<file path="src/rtl/bcd_scan_display.sv">
// Four-digit BCD multiplexed 7-segment driver with frame snapshot and
// leading-zero blanking; outputs registered, polarity set by parameters.
module bcd_scan_display #(
    parameter int PRESCALE       = 50000,
    parameter bit SEG_ACTIVE_LOW = 1'b1,
    parameter bit AN_ACTIVE_LOW  = 1'b1
) (
    input  logic       clk,
    input  logic       rn,
    input  logic       ce,
    input  logic       blank_lz,
    input  logic [3:0] d0,
    input  logic [3:0] d1,
    input  logic [3:0] d2,
    input  logic [3:0] d3,
    input  logic [3:0] dp,
    output logic [6:0] seg,
    output logic       dpo,
    output logic [3:0] an,
    output logic       frame
);

    localparam int CW = (PRESCALE > 1) ? $clog2(PRESCALE) : 1;
    localparam logic [CW-1:0] CMAX = CW'(PRESCALE - 1);

    logic [CW-1:0]     cnt;
    logic [1:0]        slot;
    logic [3:0][3:0]   snap;
    logic [3:0]        sdp;
    logic              tick;
    logic [3:0]        cur;
    logic              blank;
    logic [6:0]        dec;
    logic [6:0]        seg_n;
    logic [3:0]        an_n;

    assign tick  = ce & (cnt == CMAX);
    assign frame = tick & (slot == 2'd3);

    always_ff @(posedge clk or negedge rn) begin
        if (!rn) begin
            cnt <= '0;
        end else if (ce) begin
            cnt <= (cnt == CMAX) ? '0 : cnt + CW'(1);
        end
    end

    always_ff @(posedge clk or negedge rn) begin
        if (!rn) begin
            slot <= 2'd0;
        end else if (tick) begin
            slot <= slot + 2'd1;
        end
    end

    // Inputs are sampled only at the frame boundary so a running
    // counter never tears across the four digits of one frame.
    always_ff @(posedge clk or negedge rn) begin
        if (!rn) begin
            snap <= '0;
            sdp  <= '0;
        end else if (frame) begin
            snap <= {d3, d2, d1, d0};
            sdp  <= dp;
        end
    end

    assign cur = snap[slot];

    always_comb begin
        blank = 1'b0;
        unique case (slot)
            2'd3: blank = blank_lz & (snap[3] == 4'd0);
            2'd2: blank = blank_lz & (snap[3] == 4'd0)
                                   & (snap[2] == 4'd0);
            2'd1: blank = blank_lz & (snap[3] == 4'd0)
                                   & (snap[2] == 4'd0)
                                   & (snap[1] == 4'd0);
            2'd0: blank = 1'b0;
        endcase
    end

    always_comb begin
        dec = 7'h40;
        unique case (cur)
            4'd0:    dec = 7'h3F;
            4'd1:    dec = 7'h06;
            4'd2:    dec = 7'h5B;
            4'd3:    dec = 7'h4F;
            4'd4:    dec = 7'h66;
            4'd5:    dec = 7'h6D;
            4'd6:    dec = 7'h7D;
            4'd7:    dec = 7'h07;
            4'd8:    dec = 7'h7F;
            4'd9:    dec = 7'h6F;
            default: dec = 7'h40;
        endcase
    end

    assign seg_n = blank ? 7'h00 : dec;
    assign an_n  = 4'b0001 << slot;

    always_ff @(posedge clk or negedge rn) begin
        if (!rn) begin
            seg <= {7{SEG_ACTIVE_LOW}};
            dpo <= SEG_ACTIVE_LOW;
            an  <= {4{AN_ACTIVE_LOW}};
        end else if (ce) begin
            seg <= seg_n ^ {7{SEG_ACTIVE_LOW}};
            dpo <= sdp[slot] ^ SEG_ACTIVE_LOW;
            an  <= an_n ^ {4{AN_ACTIVE_LOW}};
        end
    end

endmodule

</file>
<file path="config.mk">
export PLATFORM = sky130hd
export DESIGN_NAME = bcd_scan_display
export DESIGN_NICKNAME = d
export VERILOG_FILES = /design/src/rtl/bcd_scan_display.sv
export SDC_FILE = /design/constraint.sdc
export NUM_CORES = 1
export LEC_CHECK = 0
export ABC_AREA = 1
export CAP_MARGIN = 25
export CORE_ASPECT_RATIO = 0.7
export CORE_MARGIN = 2
export CORE_UTILIZATION = 45
export DETAILED_ROUTE_END_ITERATION = 12
export PLACE_DENSITY = 0.64
export SLEW_MARGIN = 15
export SYNTH_ARGS = -nofsm -noshare
export SYNTH_HDL_FRONTEND = slang
export SYNTH_SLANG_ARGS = --single-unit
</file>
<file path="constraint.sdc">
create_clock -name clk -period 3.4 [get_ports clk]
set_clock_uncertainty 0.2 [all_clocks]
set_input_delay 0.85 -clock clk [delete_from_list [all_inputs] [get_ports clk]]
set_output_delay 0.85 -clock clk [all_outputs]
set_load 0.05 [all_outputs]
</file>
==> run_results.csv, run 1 <==
group,metric,value,unit
cells_and_area,syn2layout_area_growth,17.7,%
critical_path,r2r_setup_slack,0.86,ns
clock_tree,cts_inserted_buffers,5,
synthesis,synth-seq-cells,50,
status,outcome,"completed",
global_route,grt_pass1_vias,2272,
placed_design,globalplace.congestion,0.899,
critical_path,r2r_start,"slot[0]$_DFFE_PN0P_",
power_and_ir_drop,p_clk_share,24.9,%
detailed_routing,via_per_inst,5.01,
die,floorplan.rows,23,
global_route,gr-total-overflow,0,
cells_and_area,nNetsFinal,430,
synthesis,synthAdderAreaFrac,4.96,%
die,dieArea,0.00682,mm^2
synthesis,synth-compound-area-share,5.77,%
clock_tree,htreeDepth,2,
synthesis,synthMuxAreaShare,0,%
synthesis,synth-simple-area-share,35.0,%
power_and_ir_drop,power_density,418,mW/mm^2
global_route,grt_usage,19.7,%
critical_path,endpoint_kind,"primary output",
timing,finalSetupTns,0,ns
placed_design,port_buffers,36,
timing,setup_slack,0.501,ns
synthesis,ys_warn_count,0,
clock_tree,root_buffer,"clkbuf_8",
clock_tree,cts_sinks,50,
critical_path,arrival,1.85,ns
run,maxCapViolations,0,
timing,maxSlewViolCount,0,
power_and_ir_drop,p_sw,0.452,mW
synthesis,synth_area,0.00278,mm^2
clock_tree,clk_pin_slew_worst_paths,0.08,ns
synthesis,synth-xor-area-share,0.946,%
synthesis,synth_nets,393,
timing,hold_viol_final,0,
synthesis,synth_top_family_by_area,"simple AND/OR/NAND/NOR gates",
critical_path,rr_worst_depth,11,
clock_tree,hold_buffers,0,
power_and_ir_drop,vdd_drop_max,0.000178,V
synthesis,ys_types,31,
cells_and_area,multi_input_area,0.00129,mm^2
timing,post-route-min-period,2.90,ns
timing,period_share,85.3,%
power_and_ir_drop,power.total,1.36,mW
power_and_ir_drop,seqPwrFrac,53.7,%
detailed_routing,dr.pass1.iters,4,
placed_design,post-dp-hpwl,4.61,mm
clock_tree,cts_setup_buffers,0,
global_route,grt_pass1_wl,10.9,mm
cells_and_area,antennaDiodeCount,0,
critical_path,cp-startpoint,"ce",
synthesis,postSynthAreaPerCell,7.76,um^2
die,core_area,0.00584,mm^2
timing,max_freq,0.345,GHz
detailed_routing,dr.first_iter.drc_count,175,
power_and_ir_drop,p_comb_share,21.4,%
power_and_ir_drop,power_leakage,1.66,nW
timing,finalSetupViolations,0,
detailed_routing,ant_nets,0,
critical_path,crit_path_end,"frame",
timing,rsz0062_at_grt,"false",
timing,worst_slew_pin_slew,0.593,ns
clock_tree,clk_path_buf_depth,2,
power_and_ir_drop,internal_power,0.913,mW
synthesis,yosysSeqAreaShare,45.6,%
critical_path,path_max_fanout,9,
worst_hold_path,hp-class,"reg -> reg",
clock_tree,post_cts_resize_count,0,
die,dieWidth,97.9,um
cells_and_area,final_common_cell,"nand2_1",
power_and_ir_drop,switching_share,33.1,%
critical_path,critical_path_class,"in -> out",
cells_and_area,drive_above_1_share,8.84,%
die,initial_core_util,47.5,%
cells_and_area,seq_area,0.00127,mm^2
critical_path,cp-start-kind,"input port",
die,ios,37,
detailed_routing,drc,0,
detailed_routing,via_count,2359,
clock_tree,cts_tree,"built",
synthesis,syn_inst,358,
detailed_routing,wl_per_cell,13.0,um
critical_path,required,2.35,ns
timing,slew-limit-headroom,60.5,%
global_route,grt_max_degree,47,
clock_tree,clk_latency,0.30,ns
global_route,antenna_found_initial,0,
critical_path,r2r_end,"seg[1]$_DFFE_PN1P_",
die,die_h,69.7,um
cells_and_area,layout_common_cells,"nand2_1, dfrtp_1, nand3_1",
placed_design,pre_cts_ws,0.504,ns
cells_and_area,fillers,540,
detailed_routing,drt-total-wl,6.13,mm
-- critical path, cell delays in order --
cell	delay (ns)
clkdlybuf4s50_1	0.52
nand3_4	0.18
nor2_8	0.15
buf_12	0.14
-- flip-flops by register name, summed over array words and instances, names as in the netlist --
| register | cells |
|---|---|
| seg | 7 |
| dpo | 1 |
| slot | 2 |
| cnt | 16 |
| an | 4 |
| snap | 16 |
| sdp | 4 |
-- cell type report --
cell class | count | area share [%]
repair buffers | 40 | 12.2
multi-input cells | 262 | 39.6
well taps | 75 | 2.87
clock buffers | 8 | 2.45
inverters | 36 | 4.13
flip-flops and latches | 50 | 38.7
-- cells by family (layout without fill, tap and decap cells) --
family / after synthesis / in the layout
DFF: 50 / 50
adders and majority gates: 11 / 11
AOI/OAI and AO/OA: 29 / 29
buffers and inverters: 46 / 84
and+or+nand+nor: 219 / 219
xor gates and xnor gates: 3 / 3
-- stage by stage --
step	utilization, %	std cells	hold slack, ns	instance area, um^2
after floorplan	-	358	0.249	2780
after global placement	54.5	463	0.263	3190
after detailed placement	54.5	463	0.259	3190
after CTS	55.9	471	0.271	3270
after global routing	55.9	471	0.307	3270
final	55.9	471	0.270	3270
-- Yosys cell counts (all sizes together) --
| cell type | instances | share of area (%) |
|---|---|---|
| inv | 36 | 4.9 |
| o211a | 1 | 0.36 |
| dfrtp | 38 | 34 |
| a32oi | 1 | 0.32 |
| nor3 | 6 | 1.1 |
| nor2 | 34 | 5.6 |
| xor2 | 3 | 0.95 |
| nand3 | 38 | 7.5 |
| clkbuf | 3 | 0.41 |
| o21a | 1 | 0.27 |
| a22oi | 1 | 0.27 |
| dfstp | 12 | 11 |
| a31oi | 1 | 0.23 |
| ha | 11 | 5.0 |
| a21oi | 8 | 1.4 |
| buf | 7 | 2.5 |
| nand2 | 130 | 18 |
| nand4 | 10 | 2.8 |
| or2 | 1 | 0.23 |
| o21ai | 16 | 2.9 |
-- power groups by stage --
stage | Clock, mW | Sequential [mW] | Combinational (mW)
6_report | 0.340 | 0.733 | 0.292
5_1_grt | 0.376 | 0.742 | 0.336
4_1_cts | 0.345 | 0.731 | 0.291
3_5_place_dp | 0 | 0.742 | 0.289
3_3_place_gp | 0 | 0.742 | 0.291
2_1_floorplan | 0 | 0.742 | 0.184
-- routing by layer --
layer  track usage, %  up-vias  wire [um]
met1             31.4     1070       3360
met3             3.93        2        344
met2             27.2       71       2410
met5                0        -          0
met4             4.32        0         17
li1                 -     1216          -
-- how the worst min path moves through the flow --
| stage | from | endpoint | slack [ns] | cells past startpoint |
|---|---|---|---|---|
| after floorplan | sdp[3]$_DFFE_PN0P_ | sdp[3]$_DFFE_PN0P_ | 0.25 | 2 |
| after global placement | snap[3]$_DFFE_PN0P_ | snap[3]$_DFFE_PN0P_ | 0.26 | 2 |
| after detailed placement | seg[6]$_DFFE_PN1P_ | seg[6]$_DFFE_PN1P_ | 0.26 | 2 |
| after CTS | seg[6]$_DFFE_PN1P_ | seg[6]$_DFFE_PN1P_ | 0.27 | 2 |
| after global routing | seg[6]$_DFFE_PN1P_ | seg[6]$_DFFE_PN1P_ | 0.31 | 2 |
| final | seg[6]$_DFFE_PN1P_ | seg[6]$_DFFE_PN1P_ | 0.27 | 2 |
Power figures use the tool's default switching activity.
==> run 2: changes to the inputs <==
--- a/config.mk
+++ b/config.mk
@@ -12,6 +12,7 @@
 export CORE_UTILIZATION = 45
 export DETAILED_ROUTE_END_ITERATION = 12
 export PLACE_DENSITY = 0.64
+export SETUP_SLACK_MARGIN = 0.15
 export SLEW_MARGIN = 15
 export SYNTH_ARGS = -nofsm -noshare
 export SYNTH_HDL_FRONTEND = slang
==> results of run 2 <==
Final layout, timing and power as in run 1 (identical DEF).
